File: config.mk
export PLATFORM = sky130hd
export DESIGN_NAME = adc_overload_detector
export DESIGN_NICKNAME = d
export VERILOG_FILES = /design/src/rtl/adc_overload_detector.sv
export SDC_FILE = /design/constraint.sdc
export NUM_CORES = 1
export LEC_CHECK = 0
export ABC_AREA = 1
export BUFFER_PORTS_ARGS = -buffer_cell sky130_fd_sc_hd__buf_2
export CORE_AREA = 2 2 117 119
export CTS_BUF_LIST = sky130_fd_sc_hd__clkbuf_4 sky130_fd_sc_hd__clkbuf_8
export CTS_CLUSTER_SIZE = 12
export DETAILED_ROUTE_END_ITERATION = 16
export DIE_AREA = 0 0 119 121
export PLACE_DENSITY = 0.48
export SYNTH_ARGS = -nofsm -noshare
export SYNTH_HDL_FRONTEND = slang
export SYNTH_SLANG_ARGS = --single-unit
export TNS_END_PERCENT = 50
File: constraint.sdc
create_clock -name clk -period 8.6 [get_ports clk]
set_input_delay 1.29 -clock clk [delete_from_list [all_inputs] [get_ports clk]]
set_output_delay 1.29 -clock clk [all_outputs]
set_load 0.03 [all_outputs]
File: src/rtl/adc_overload_detector.sv
// ADC overload detector: two-stage pipeline that turns the sample stream into
// per-window hit counts, a rail flag and the window peak magnitude.
module adc_overload_detector #(
  parameter int WINDOW_LOG2 = 5
) (
  input  logic                   clk,
  input  logic                   n_reset,
  input  logic                   sample_valid,
  input  logic [15:0]            sample,
  input  logic [14:0]            threshold,
  input  logic [WINDOW_LOG2:0]   min_hits,
  input  logic                   clear,
  output logic                   overload,
  output logic [14:0]            peak_mag,
  output logic                   window_done
);

  localparam logic [WINDOW_LOG2-1:0] SCNT_LAST = '1;
  localparam logic [14:0]            MAG_RAIL  = 15'h7fff;

  logic [15:0]            abs_full;
  logic [14:0]            mag_in;
  logic                   v1;
  logic [14:0]            mag1;
  logic [WINDOW_LOG2-1:0] scnt;
  logic [WINDOW_LOG2:0]   hits;
  logic [14:0]            pk;
  logic                   rail_seen;

  logic                   hit;
  logic                   rail;
  logic [WINDOW_LOG2:0]   hits_incl;
  logic [14:0]            pk_incl;
  logic                   rail_incl;
  logic                   window_end;
  logic                   count_overload;

  // Magnitude of the incoming sample; -32768 has no positive twin so it pins to the rail.
  always_comb begin
    abs_full = sample[15] ? (~sample + 16'd1) : sample;
    mag_in   = abs_full[15] ? MAG_RAIL : abs_full[14:0];
  end

  always_comb begin
    hit            = (mag1 >= threshold);
    rail           = (mag1 == MAG_RAIL);
    hits_incl      = hits + {{WINDOW_LOG2{1'b0}}, hit};
    pk_incl        = (mag1 > pk) ? mag1 : pk;
    rail_incl      = rail_seen | rail;
    window_end     = v1 && (scnt == SCNT_LAST);
    count_overload = (min_hits != '0) && (hits_incl >= min_hits);
  end

  always_ff @(posedge clk or negedge n_reset) begin
    if (!n_reset) begin
      v1   <= 1'b0;
      mag1 <= '0;
    end else if (clear) begin
      v1   <= 1'b0;
      mag1 <= '0;
    end else begin
      v1 <= sample_valid;
      if (sample_valid)
        mag1 <= mag_in;
    end
  end

  // Window accumulation; the window-end branch folds in the current sample and restarts.
  always_ff @(posedge clk or negedge n_reset) begin
    if (!n_reset) begin
      scnt        <= '0;
      hits        <= '0;
      pk          <= '0;
      rail_seen   <= 1'b0;
      overload    <= 1'b0;
      peak_mag    <= '0;
      window_done <= 1'b0;
    end else if (clear) begin
      scnt        <= '0;
      hits        <= '0;
      pk          <= '0;
      rail_seen   <= 1'b0;
      overload    <= 1'b0;
      peak_mag    <= '0;
      window_done <= 1'b0;
    end else if (window_end) begin
      scnt        <= '0;
      hits        <= '0;
      pk          <= '0;
      rail_seen   <= 1'b0;
      overload    <= count_overload || rail_incl;
      peak_mag    <= pk_incl;
      window_done <= 1'b1;
    end else begin
      window_done <= 1'b0;
      if (v1) begin
        scnt      <= scnt + 1'b1;
        hits      <= hits_incl;
        pk        <= pk_incl;
        rail_seen <= rail_incl;
        if (rail)
          overload <= 1'b1;
      end
    end
  end

endmodule

== Word level (Yosys, flattened, before mapping) ==
Cells that the tools add are included.

* Output and inout bits: 17
* Memory bits (writable): 0
* Bits in latches: 0
* Bits of input ports: 41
* Bits in read-only memories: 0
* Memories kept: 0
* Logic and storage cells: 54
* Register bits after elaboration: 60

* Bitwise operators: 2
* Multipliers: 0
* Shift operators: 0
* Muxes and demuxes: 26
* Magnitude comparators: 3
* Add/subtract/negate cells: 3
* Div/mod/pow operators: 0
* Eq/ne operators: 2
* Reduce and logical (&&, ||, !) cells: 9

{| class="wikitable"
|+ Operator list
! operator !! number
|-
| $mux W15 || 9
|-
| $mux W6 || 3
|-
| $add A16 B1 Y16 const B || 1
|-
| $mux W16 || 1
|-
| $not A16 Y16 || 1
|-
| $eq A15 B15 Y1 const B || 1
|-
| $ge A15 B15 Y1 || 1
|-
| $gt A15 B15 Y1 || 1
|-
| $mux W5 || 3
|-
| $mux W1 || 10
|-
| $add A6 B1 Y6 || 1
|-
| $ge A6 B6 Y1 || 1
|-
| $reduce_bool A3 Y1 || 2
|-
| $reduce_bool A6 Y1 || 1
|-
| $add A5 B1 Y5 const B || 1
|-
| $eq A5 B5 Y1 const B || 1
|-
| $reduce_bool A2 Y1 || 2
|-
| $logic_and A1 B1 Y1 || 2
|-
| $reduce_and A2 Y1 || 1
|-
| $logic_or A1 B1 Y1 || 1
|-
| $or A1 B1 Y1 || 1
|}

== Longest topological paths before layout ==
* Word-level depth: 7
* Mapped depth: 22
* Mapped depth without buffers: 22

== Least setup slack after synthesis ==
No wires, ideal clock.

* Path type: input-to-reg
* Start point: in threshold[2]
* End point: reg overload
* Stages: 20
* Arrival time: 3.565 ns
* Setup time: 0.117 ns
* Slack: 4.918 ns
* Required time: 8.483 ns
* Path buffers: 0
* Cells stage by stage: inv_1 > ha_1 > a21oi_1 > o21ai_0 > nor3b_1 > o21ai_0 > nand3b_1 > ha_1 > ha_1 > nand3_1 > xor2_1 > inv_1 > ha_1 > nand2_1 > nor3_1 > nand3b_1 > nand2_1 > nand3_1 > nand2_1 > nand2_1

* Longest elaborated chain between the ends: 7

{| class="wikitable"
|+ RTL lines
! element !! RTL line !! text
|-
| start, declared || 10 || <nowiki>input logic [14:0] threshold,</nowiki>
|-
| $ge A15 B15 Y1 || 45 || <nowiki>hit = (mag1 >= threshold);</nowiki>
|-
| $add A6 B1 Y6 || 47 || <nowiki>hits_incl = hits + {{WINDOW_LOG2{1'b0}}, hit};</nowiki>
|-
| $ge A6 B6 Y1 || 51 || <nowiki>count_overload = (min_hits != '0) && (hits_incl >= min_hits);</nowiki>
|-
| $logic_and A1 B1 Y1 || 51 ||
|-
| $logic_or A1 B1 Y1 || 91 || <nowiki>overload <= count_overload || rail_incl;</nowiki>
|-
| $mux W1 || 86 || <nowiki>end else if (window_end) begin</nowiki>
|-
| $mux W1 || 78 || <nowiki>end else if (clear) begin</nowiki>
|-
| end signal, assigned || 91 ||
|-
| end, declared || 13 || <nowiki>output logic overload,</nowiki>
|}

Every way passes these cells.
A chain may end at the register's enable or synchronous reset.

== Worst setup path after layout ==
* Start point: in threshold[14]
* End point: reg overload

Same word-level chain as after synthesis.

==> flow_summary.json <==
{
  "status": "completed",
  "hp-class": "reg2reg",
  "p_int_uw": 529,
  "fin_ws_ns": 4.75,
  "max_freq_mhz": 260,
  "tns_ns": 0,
  "maxSlewViolCount": 0,
  "die_w_um": 119,
  "track_usage": 0.168,
  "num_antenna_cells": 0,
  "synth.most_common_cell": "nand2_1",
  "first_global_vias": 3795,
  "post_cts_buffers": 0,
  "p_leak_nw": 2.67,
  "place_hpwl_mm": 8.47,
  "nets": 704,
  "drt_pass1_iterations": 4,
  "ys_types": 31,
  "synthTopCellsByCount": "160 x nand2_1, 88 x inv_1, 71 x nand3_1",
  "portBuffers": 57,
  "synth_edf_count": 0,
  "wl_per_cell_um": 13.9,
  "hold_buffers": 0,
  "syn_nets": 648,
  "finalSetupViolations": 0,
  "seq_area_frac_synth": 0.363,
  "drt_iter0_markers": 161,
  "fin_worst_skew_ns": 0.0116,
  "multi_input_area_um2": 2230,
  "synth_flop_cell": "dfrtp_1",
  "drv_cap": 0,
  "clkTransAtPathRegs_ns": 0.06,
  "tightest_slew_ns": 1.11,
  "max-vdd-ir-drop_v": 0.0000674,
  "root_buffer": "clkbuf_8",
  "synth_area_per_cell_um2": 7.30,
  "cp_max_fo": 3,
  "globalplace.congestion": 0.835,
  "vias": 3777,
  "power_switching_uw": 306,
  "netlist_area_um2": 4130,
  "cp-end-kind": "register",
  "grt_pass1_wl_mm": 18.8,
  "syn2layout_area_growth_pct": 15.7,
  "antenna_found_initial": 0,
  "cts_tree": "yes",
  "clk_latency_ns": 0.36,
  "row_count": 42,
  "cp-start-kind": "input port",
  "seq_power_share": 0.377,
  "overflow": 0,
  "synth_top_area_cell": "dfrtp_1",
  "rsz0062_at_grt": "no",
  "async_flop_share": 1.00,
  "pwr-share-comb": 0.306,
  "grt_max_degree": 61,
  "critPathKind": "in2reg",
  "clockPowerShare": 0.317,
  "numCtsBuffers": 9,
  "synth_top_area_frac": 0.363,
  "synthTopCellsByArea": "dfrtp_1 36%, nand2_1 15%, ha_1 12%",
  "fp.dieArea_um2": 14400,
  "layout-drive-gt1-share": 0.157,
  "num_io_pins": 58,
  "arrival_ns": 4.10,
  "netlist_instances": 566,
  "fp.dieH_um": 121,
  "clock_path_buffers": 2,
  "initial_utilization": 0.316,
  "drc": 0,
  "final_area_um2": 4780,
  "layout_min_cycle_time_ns": 3.85,
  "drt.antenna.violating_nets": 0,
  "fillers": 1407,
  "yosysWarnings": 0,
  "cts_resized": 0,
  "seq_area_um2": 1500,
  "wl_mm": 11.2,
  "switching_share": 0.366,
  "post_dp_cell_area_um2": 4580,
  "htreeDepth": 3,
  "yosys_register_bits": 60,
  "vias_per_cell": 4.71,
  "placedCellCount": 787,
  "min_period_over_period": 0.448,
  "crit_required_ns": 8.85,
  "clock-sinks": 60,
  "final_hold_viol_count": 0,
  "fp.coreArea_um2": 13100,
  "power_density_nw_per_um2": 175,
  "dpl_worst_slack_ns": 4.38,
  "maxSlewHeadroom": 0.257,
  "instances_no_fill": 802
}
per-stage QoR:
step	hold WS [ns]	util	power, mW
2_1_floorplan	0.449	-	0.510
3_3_place_gp	0.460	0.350	0.571
3_5_place_dp	0.465	0.350	0.578
4_1_cts	0.483	0.365	0.847
5_1_grt	0.498	0.365	0.897
6_report	0.475	0.365	0.835
layout make-up:
cell class              instances  share of cell area
inverters                      88              0.0691
flip-flops and latches         60               0.314
multi-input cells             404               0.467
well taps                     176              0.0461
clock buffers                  13              0.0335
repair buffers                 59              0.0628
clock inverters                 2             0.00733
final timing paths:
path / startpoint / endpoint / slack, ns / cells past startpoint
max: threshold[14] / overload$_DFFE_PN0P_ / 4.75 / 21
max reg2reg: mag1[14]$_DFFE_PN0P_ / overload$_DFFE_PN0P_ / 5.27 / 19
min in group asynchronous: n_reset / peak_mag[0]$_DFFE_PN0P_ / 1.10 / 2
max in group asynchronous: n_reset / peak_mag[5]$_DFFE_PN0P_ / 6.98 / 2
min: peak_mag[6]$_DFFE_PN0P_ / peak_mag[6]$_DFFE_PN0P_ / 0.47 / 2
min reg2reg: peak_mag[6]$_DFFE_PN0P_ / peak_mag[6]$_DFFE_PN0P_ / 0.47 / 2
per-layer routing:
| metal | up-vias | GRT usage | routed length, um | share of wire |
|---|---|---|---|---|
| li1 | 1938 | - | - | - |
| met3 | 12 | 0.0409 | 377 | 0.034 |
| met5 | - | 0 | 0 | 0 |
| met2 | 59 | 0.280 | 5220 | 0.47 |
| met1 | 1768 | 0.214 | 5390 | 0.48 |
| met4 | 0 | 0.0528 | 167 | 0.015 |
sequential cells by signal, indices dropped and copies added, names as in the netlist:
register     cells
mag1            15
peak_mag        15
pk              15
hits             6
scnt             5
overload         1
rail_seen        1
v1               1
window_done      1
cells by family after synthesis:
logic type,share of synthesized area
compound gates,0.0757
xor+xnor,0.0106
fa+ha+maj,0.124
buf+inv,0.0978
flops,0.363
simple gates,0.328
power by group through the flow:
stage | registers, mW | logic (mW) | clock network, mW
2_1_floorplan | 0.317 | 0.193 | 0
3_3_place_gp | 0.320 | 0.252 | 0
3_5_place_dp | 0.320 | 0.258 | 0
4_1_cts | 0.315 | 0.259 | 0.274
5_1_grt | 0.317 | 0.294 | 0.286
6_report | 0.315 | 0.255 | 0.265
cell usage in the layout (no fill, tap or decap), drive strengths merged:
cell / synthesis / layout
nand2: 173 / 173
inv: 88 / 88
nand3: 75 / 75
dfrtp: 60 / 60
buf: 5 / 59
ha: 41 / 41
nor2: 34 / 34
o21ai: 29 / 29
a21oi: 21 / 21
clkbuf: 9 / 13
nand4: 5 / 5
xor2: 5 / 5
nand3b: 4 / 4
a22o: 4 / 4
nor4: 3 / 3
nor3: 3 / 3
o22ai: 2 / 2
nor3b: 1 / 1
and3: 1 / 1
o21a: 1 / 1
or2: 1 / 1
o211ai: 1 / 1
bufinv: 0 / 1
clkinv: 0 / 1
critical path, stage by stage:
cell and delay, ns:
buf_2 0.08, inv_1 0.04, ha_1 0.30, nand2_1 0.09, nor4_1 0.39, o21ai_0 0.15, nand3b_1 0.15, ha_1 0.19
nand3_1 0.10, nor2_1 0.10, nand2_1 0.07, xor2_1 0.16, inv_1 0.06, ha_1 0.29, a21oi_1 0.17, o21a_1 0.14
nand3b_1 0.07, nand2_1 0.07, nand3_1 0.06, nand2_1 0.07, nand2_1 0.04
No activity file was read; power rests on OpenSTA's default activity.
